## config.mk

```make
export PLATFORM = sky130hd
export DESIGN_NAME = fir_decim
export DESIGN_NICKNAME = d
export VERILOG_FILES = /design/src/rtl/fir_decim_pkg.sv /design/src/rtl/fir_decim.sv
export SDC_FILE = /design/constraint.sdc
export NUM_CORES = 2
export LEC_CHECK = 0
export BUFFER_PORTS_ARGS = -buffer_cell sky130_fd_sc_hd__buf_2
export CAP_MARGIN = 20
export CORE_ASPECT_RATIO = 0.75
export CORE_MARGIN = 1.5
export CORE_UTILIZATION = 30
export DETAILED_ROUTE_END_ITERATION = 12
export PLACE_DENSITY = 0.49
export SYNTH_ARGS = -nofsm -noshare
export SYNTH_HDL_FRONTEND = slang
export SYNTH_SLANG_ARGS = --single-unit
```

## constraint.sdc

```tcl
create_clock -name clock -period 45.1 [get_ports clock]
set_input_delay 9.02 -clock clock [delete_from_list [all_inputs] [get_ports clock]]
set_output_delay 9.02 -clock clock [all_outputs]
set_load 0.01 [all_outputs]
```

## src/rtl/fir_decim_pkg.sv

```systemverilog
// Shared globals for the FM audio decimating FIR: sample width,
// quantisation shift, coefficient set and the FIR state encoding.
package fir_decim_pkg;

   localparam int DATA_SIZE    = 32;
   localparam int QUANT_BITS   = 10;
   localparam int NUM_TAPS_DEF = 32;
   localparam int DECIM_DEF    = 8;

   typedef logic signed [DATA_SIZE-1:0] sample_t;

   // Q10 coefficients; deliberately asymmetric so tap ordering
   // mistakes change the output.
   localparam sample_t FIR_COEFFS [0:NUM_TAPS_DEF-1] = '{
      -3,   -17,  -29,  -31,  -11,  36,   104,  177,
      231,  238,  178,  48,   -130, -312, -441, -463,
      1200, 2048, 1601, 900,  411,  97,   -58,  -120,
      -133, -112, -76,  -41,  -15,  2,    9,    6
   };

   typedef enum logic [1:0] {
      S_LOAD  = 2'd0,
      S_MAC   = 2'd1,
      S_WRITE = 2'd2
   } state_types;

endpackage

```

## src/rtl/fir_decim.sv

```systemverilog
// Decimating FIR: pops DECIMATION samples from the input FIFO, runs one
// serial MAC pass over NUM_TAPS taps, then pushes one result.
// Ports: clock/reset (async, active-high); x_in_dout/x_in_empty/
// x_in_rd_en = input FIFO (FWFT); y_out_din/y_out_full/y_out_wr_en =
// output FIFO.
module fir_decim
   import fir_decim_pkg::*;
#(
   parameter int      NUM_TAPS   = NUM_TAPS_DEF,
   parameter int      DECIMATION = DECIM_DEF,
   parameter sample_t COEFFS [0:NUM_TAPS-1] = FIR_COEFFS
) (
   input  logic                        clock,
   input  logic                        reset,
   input  logic signed [DATA_SIZE-1:0] x_in_dout,
   input  logic                        x_in_empty,
   output logic                        x_in_rd_en,
   output logic                        y_out_wr_en,
   input  logic                        y_out_full,
   output logic signed [DATA_SIZE-1:0] y_out_din
);

   localparam int TW = (NUM_TAPS > 1) ? $clog2(NUM_TAPS) : 1;
   localparam int LW = (DECIMATION > 1) ? $clog2(DECIMATION) : 1;
   localparam logic [TW-1:0] LAST_TAP  = TW'(NUM_TAPS - 1);
   localparam logic [LW-1:0] LAST_LOAD = LW'(DECIMATION - 1);

   state_types     state_q, state_d;
   sample_t        hist_q [0:NUM_TAPS-1];
   logic [LW-1:0]  load_cnt_q, load_cnt_d;
   logic [TW-1:0]  tap_cnt_q, tap_cnt_d;
   sample_t        acc_q, acc_d;
   logic           shift_en;

   logic signed [2*DATA_SIZE-1:0] prod;
   sample_t                       term;

   // Full-width signed product, rescaled, then wrapped to sample width.
   assign prod = COEFFS[tap_cnt_q] * hist_q[tap_cnt_q];
   assign term = DATA_SIZE'(prod >>> QUANT_BITS);

   always_comb begin
      state_d     = state_q;
      load_cnt_d  = load_cnt_q;
      tap_cnt_d   = tap_cnt_q;
      acc_d       = acc_q;
      shift_en    = 1'b0;
      x_in_rd_en  = 1'b0;
      y_out_wr_en = 1'b0;
      y_out_din   = '0;
      unique case (state_q)
         S_LOAD: begin
            if (!x_in_empty && !reset) begin
               x_in_rd_en = 1'b1;
               shift_en   = 1'b1;
               if (load_cnt_q == LAST_LOAD) begin
                  load_cnt_d = '0;
                  acc_d      = '0;
                  tap_cnt_d  = '0;
                  state_d    = S_MAC;
               end else begin
                  load_cnt_d = load_cnt_q + LW'(1);
               end
            end
         end
         S_MAC: begin
            acc_d = acc_q + term;
            if (tap_cnt_q == LAST_TAP) begin
               tap_cnt_d = '0;
               state_d   = S_WRITE;
            end else begin
               tap_cnt_d = tap_cnt_q + TW'(1);
            end
         end
         S_WRITE: begin
            if (!y_out_full && !reset) begin
               y_out_wr_en = 1'b1;
               y_out_din   = acc_q;
               state_d     = S_LOAD;
            end
         end
         default: begin
            state_d = S_LOAD;
         end
      endcase
   end

   always_ff @(posedge clock or posedge reset) begin
      if (reset) begin
         state_q    <= S_LOAD;
         load_cnt_q <= '0;
         tap_cnt_q  <= '0;
         acc_q      <= '0;
      end else begin
         state_q    <= state_d;
         load_cnt_q <= load_cnt_d;
         tap_cnt_q  <= tap_cnt_d;
         acc_q      <= acc_d;
      end
   end

   // x[0] is always the newest sample.
   always_ff @(posedge clock or posedge reset) begin
      if (reset) begin
         for (int i = 0; i < NUM_TAPS; i++) begin
            hist_q[i] <= '0;
         end
      end else if (shift_en) begin
         hist_q[0] <= x_in_dout;
         for (int i = 1; i < NUM_TAPS; i++) begin
            hist_q[i] <= hist_q[i-1];
         end
      end
   end

endmodule

```

==> results.yml <==
outcome:
  status: "complete, no violations"
clock_network:
  cts_buffer_depth: 3
  htreeDepth: 3
  cts_resized: 0
  clock_latency_ns: 0.76
  clkSinkCount: 1066
  post-cts-setup-buffer-count: 0
  cts_root_buf: "clkbuf_16"
  ctsHoldBuffers: 0
  clkTransAtPathRegs_ns: 0.06
  cts_buffers: 116
  cts_tree: "done"
global_routing:
  met1_usage: 0.218
  grtUsageMet2: 0.227
  grt_pass1_wl_mm: 270
  track_usage: 0.148
  antenna_found_initial: 1
  gr-usage-met3: 0.0251
  top_usage_layer: "met2"
  grt_overflow: 0
  grt_max_degree: 222
  grt_pass1_vias: 47334
worst_setup_path:
  max_stage_delay_ns: 0.44
  crit_arrival_ns: 10.53
  cp-start-kind: "input port"
  cp_common_cell: "buf_2"
  endpoint_kind: "primary output"
  critical_path_class: "in -> out"
  required_ns: 36.08
  ff2ff_path_depth: 37
  crit_path_top_delay_cell: "inv_8"
  crit_path_max_fanout: 89
  cp_cell_sequence: "buf_2 > nor2_1 > nand2_4 > inv_8 > buf_2"
min_path:
  hold_path_class: "reg -> reg"
  min_path_cells: 2
yosys:
  synth_edf_count: 0
  async_flop_share: 1.00
  syn-num-nets: 7784
  ys_types: 75
  synth_cells: 7083
  yosysTopAreaCell: "dfrtp_1"
  syn_area_per_cell_sq_um: 9.40
  ys_seq_area_frac: 0.401
  syn_area_sq_um: 66600
  synth.area.top_cells: "dfrtp_1 40%, nand2_1 18%, fa_1 15%, mux4_2 10%, ha_1 3.4%"
  synthFlopType: "dfrtp_1"
  ys_warn_count: 0
  netlist.area_leader.share: 0.401
  synth-seq-cells: 1066
cells_and_area:
  drive_above_1_share: 0.100
  mostFrequentLayoutCells: "3,250 x nand2_1, 1,061 x dfrtp_1, 507 x inv_1"
  mostFrequentLayoutCell: "nand2_1"
  finalInstanceArea_sq_um: 73900
  diodes: 0
  fin_util: 0.336
  area_growth_syn_to_layout_pct: 11.1
  nets: 7672
placement:
  dp.final_hpwl_mm: 109
  dpl-instance-area_sq_um: 69900
  place.gp.congestion: 0.805
  port_buffers: 69
sta:
  setup_viol: 0
  worst_hold_slack_ns: 0.451
  hold_violations: 0
  finalCriticalPeriod_ns: 19.55
  worst_pin_slew_ns: 1.14
  fin_skew_ns: 0.0416
  max_freq_ghz: 0.0512
  rsz0062_at_grt: "false"
  fin_setup_tns_ns: 0
  maxSlewViolCount: 0
  slew_headroom: 0.243
  fin_crit_sh: 0.433
floorplanning:
  die_w_microns: 547
  dieArea_sq_um: 225000
  core-area_sq_um: 220000
  initial_core_util: 0.302
  io_pins: 70
  die_y_microns: 411
  rows: 149
route:
  via_count: 46290
  viasPerCell: 4.62
  drc: 0
  ant_nets: 0
  wl_per_cell_microns: 16.2
  wl_mm: 162
  drtIter0Drc: 3541
  dr.pass1.iters: 6
run:
  cap_violations: 0
-- cells by family after synthesis --
logic type      Yosys count  synth area share
fa+ha+maj               665             0.180
compound gates          270            0.0271
simple gates           3762             0.220
xor+xnor                 69           0.00940
buf+inv                 899            0.0525
mux                     352             0.111
flops                  1066             0.401
-- final timing paths --
check / slack [ns] / startpoint / endpoint
max in group asynchronous: 33.08 / reset / hist_q[501]
min reg2reg: 0.45 / hist_q[242] / hist_q[210]
min in group asynchronous: 8.50 / reset / state_q[1]
min: 0.45 / hist_q[242] / hist_q[210]
max reg2reg: 30.83 / tap_cnt_q[2] / acc_q[31]
max: 25.55 / reset / x_in_rd_en
-- cells in the mapped netlist (20+ instances only) --
cell type,n
a21o_1,34
ha_1,180
a21oi_1,63
and2_1,49
dfrtp_1,1066
nor2b_1,20
buf_1,20
nor2_1,301
mux4_2,304
o21ai_0,55
clkbuf_1,299
nand2b_1,66
inv_1,508
nand2_1,3251
fa_1,485
xnor2_1,48
o21a_1,22
mux2i_1,37
buf_2,62
-- state kept, by name (all words and copies together) (netlist names) --
| name | count |
|---|---|
| acc_q | 32 |
| hist_q | 1024 |
| load_cnt_q | 3 |
| state_q | 2 |
| tap_cnt_q | 5 |
-- routing by layer --
metal,part of all wire,vias up
met3,0.045,192
met5,0,-
li1,-,21945
met4,0.021,0
met2,0.44,773
met1,0.49,23380
-- cell type report --
cell class | count | area [sq um]
timing repair buffer | 158 | 1150
fill | 22313 | 146000
multi-input combinational | 5118 | 36500
inverter | 511 | 1930
clock inverter | 46 | 632
clock buffer | 169 | 3370
sequential | 1066 | 26700
tap | 2944 | 3680
-- critical path: cells and delay by family --
family,cells,cell delay (ns)
buf+inv,3,0.83
simple gates,2,0.55
-- metrics by stage --
step | setup slack [ns] | std cells
2_1_floorplan | 6.07 | 7083
3_3_place_gp | 25.54 | 9793
3_5_place_dp | 25.54 | 9793
4_1_cts | 25.54 | 10008
5_1_grt | 25.46 | 10012
6_report | 25.55 | 10012
Power is left out: the tool's default activity adds up to more than one toggle a clock period on the data nets, which glitch-free logic cannot reach.
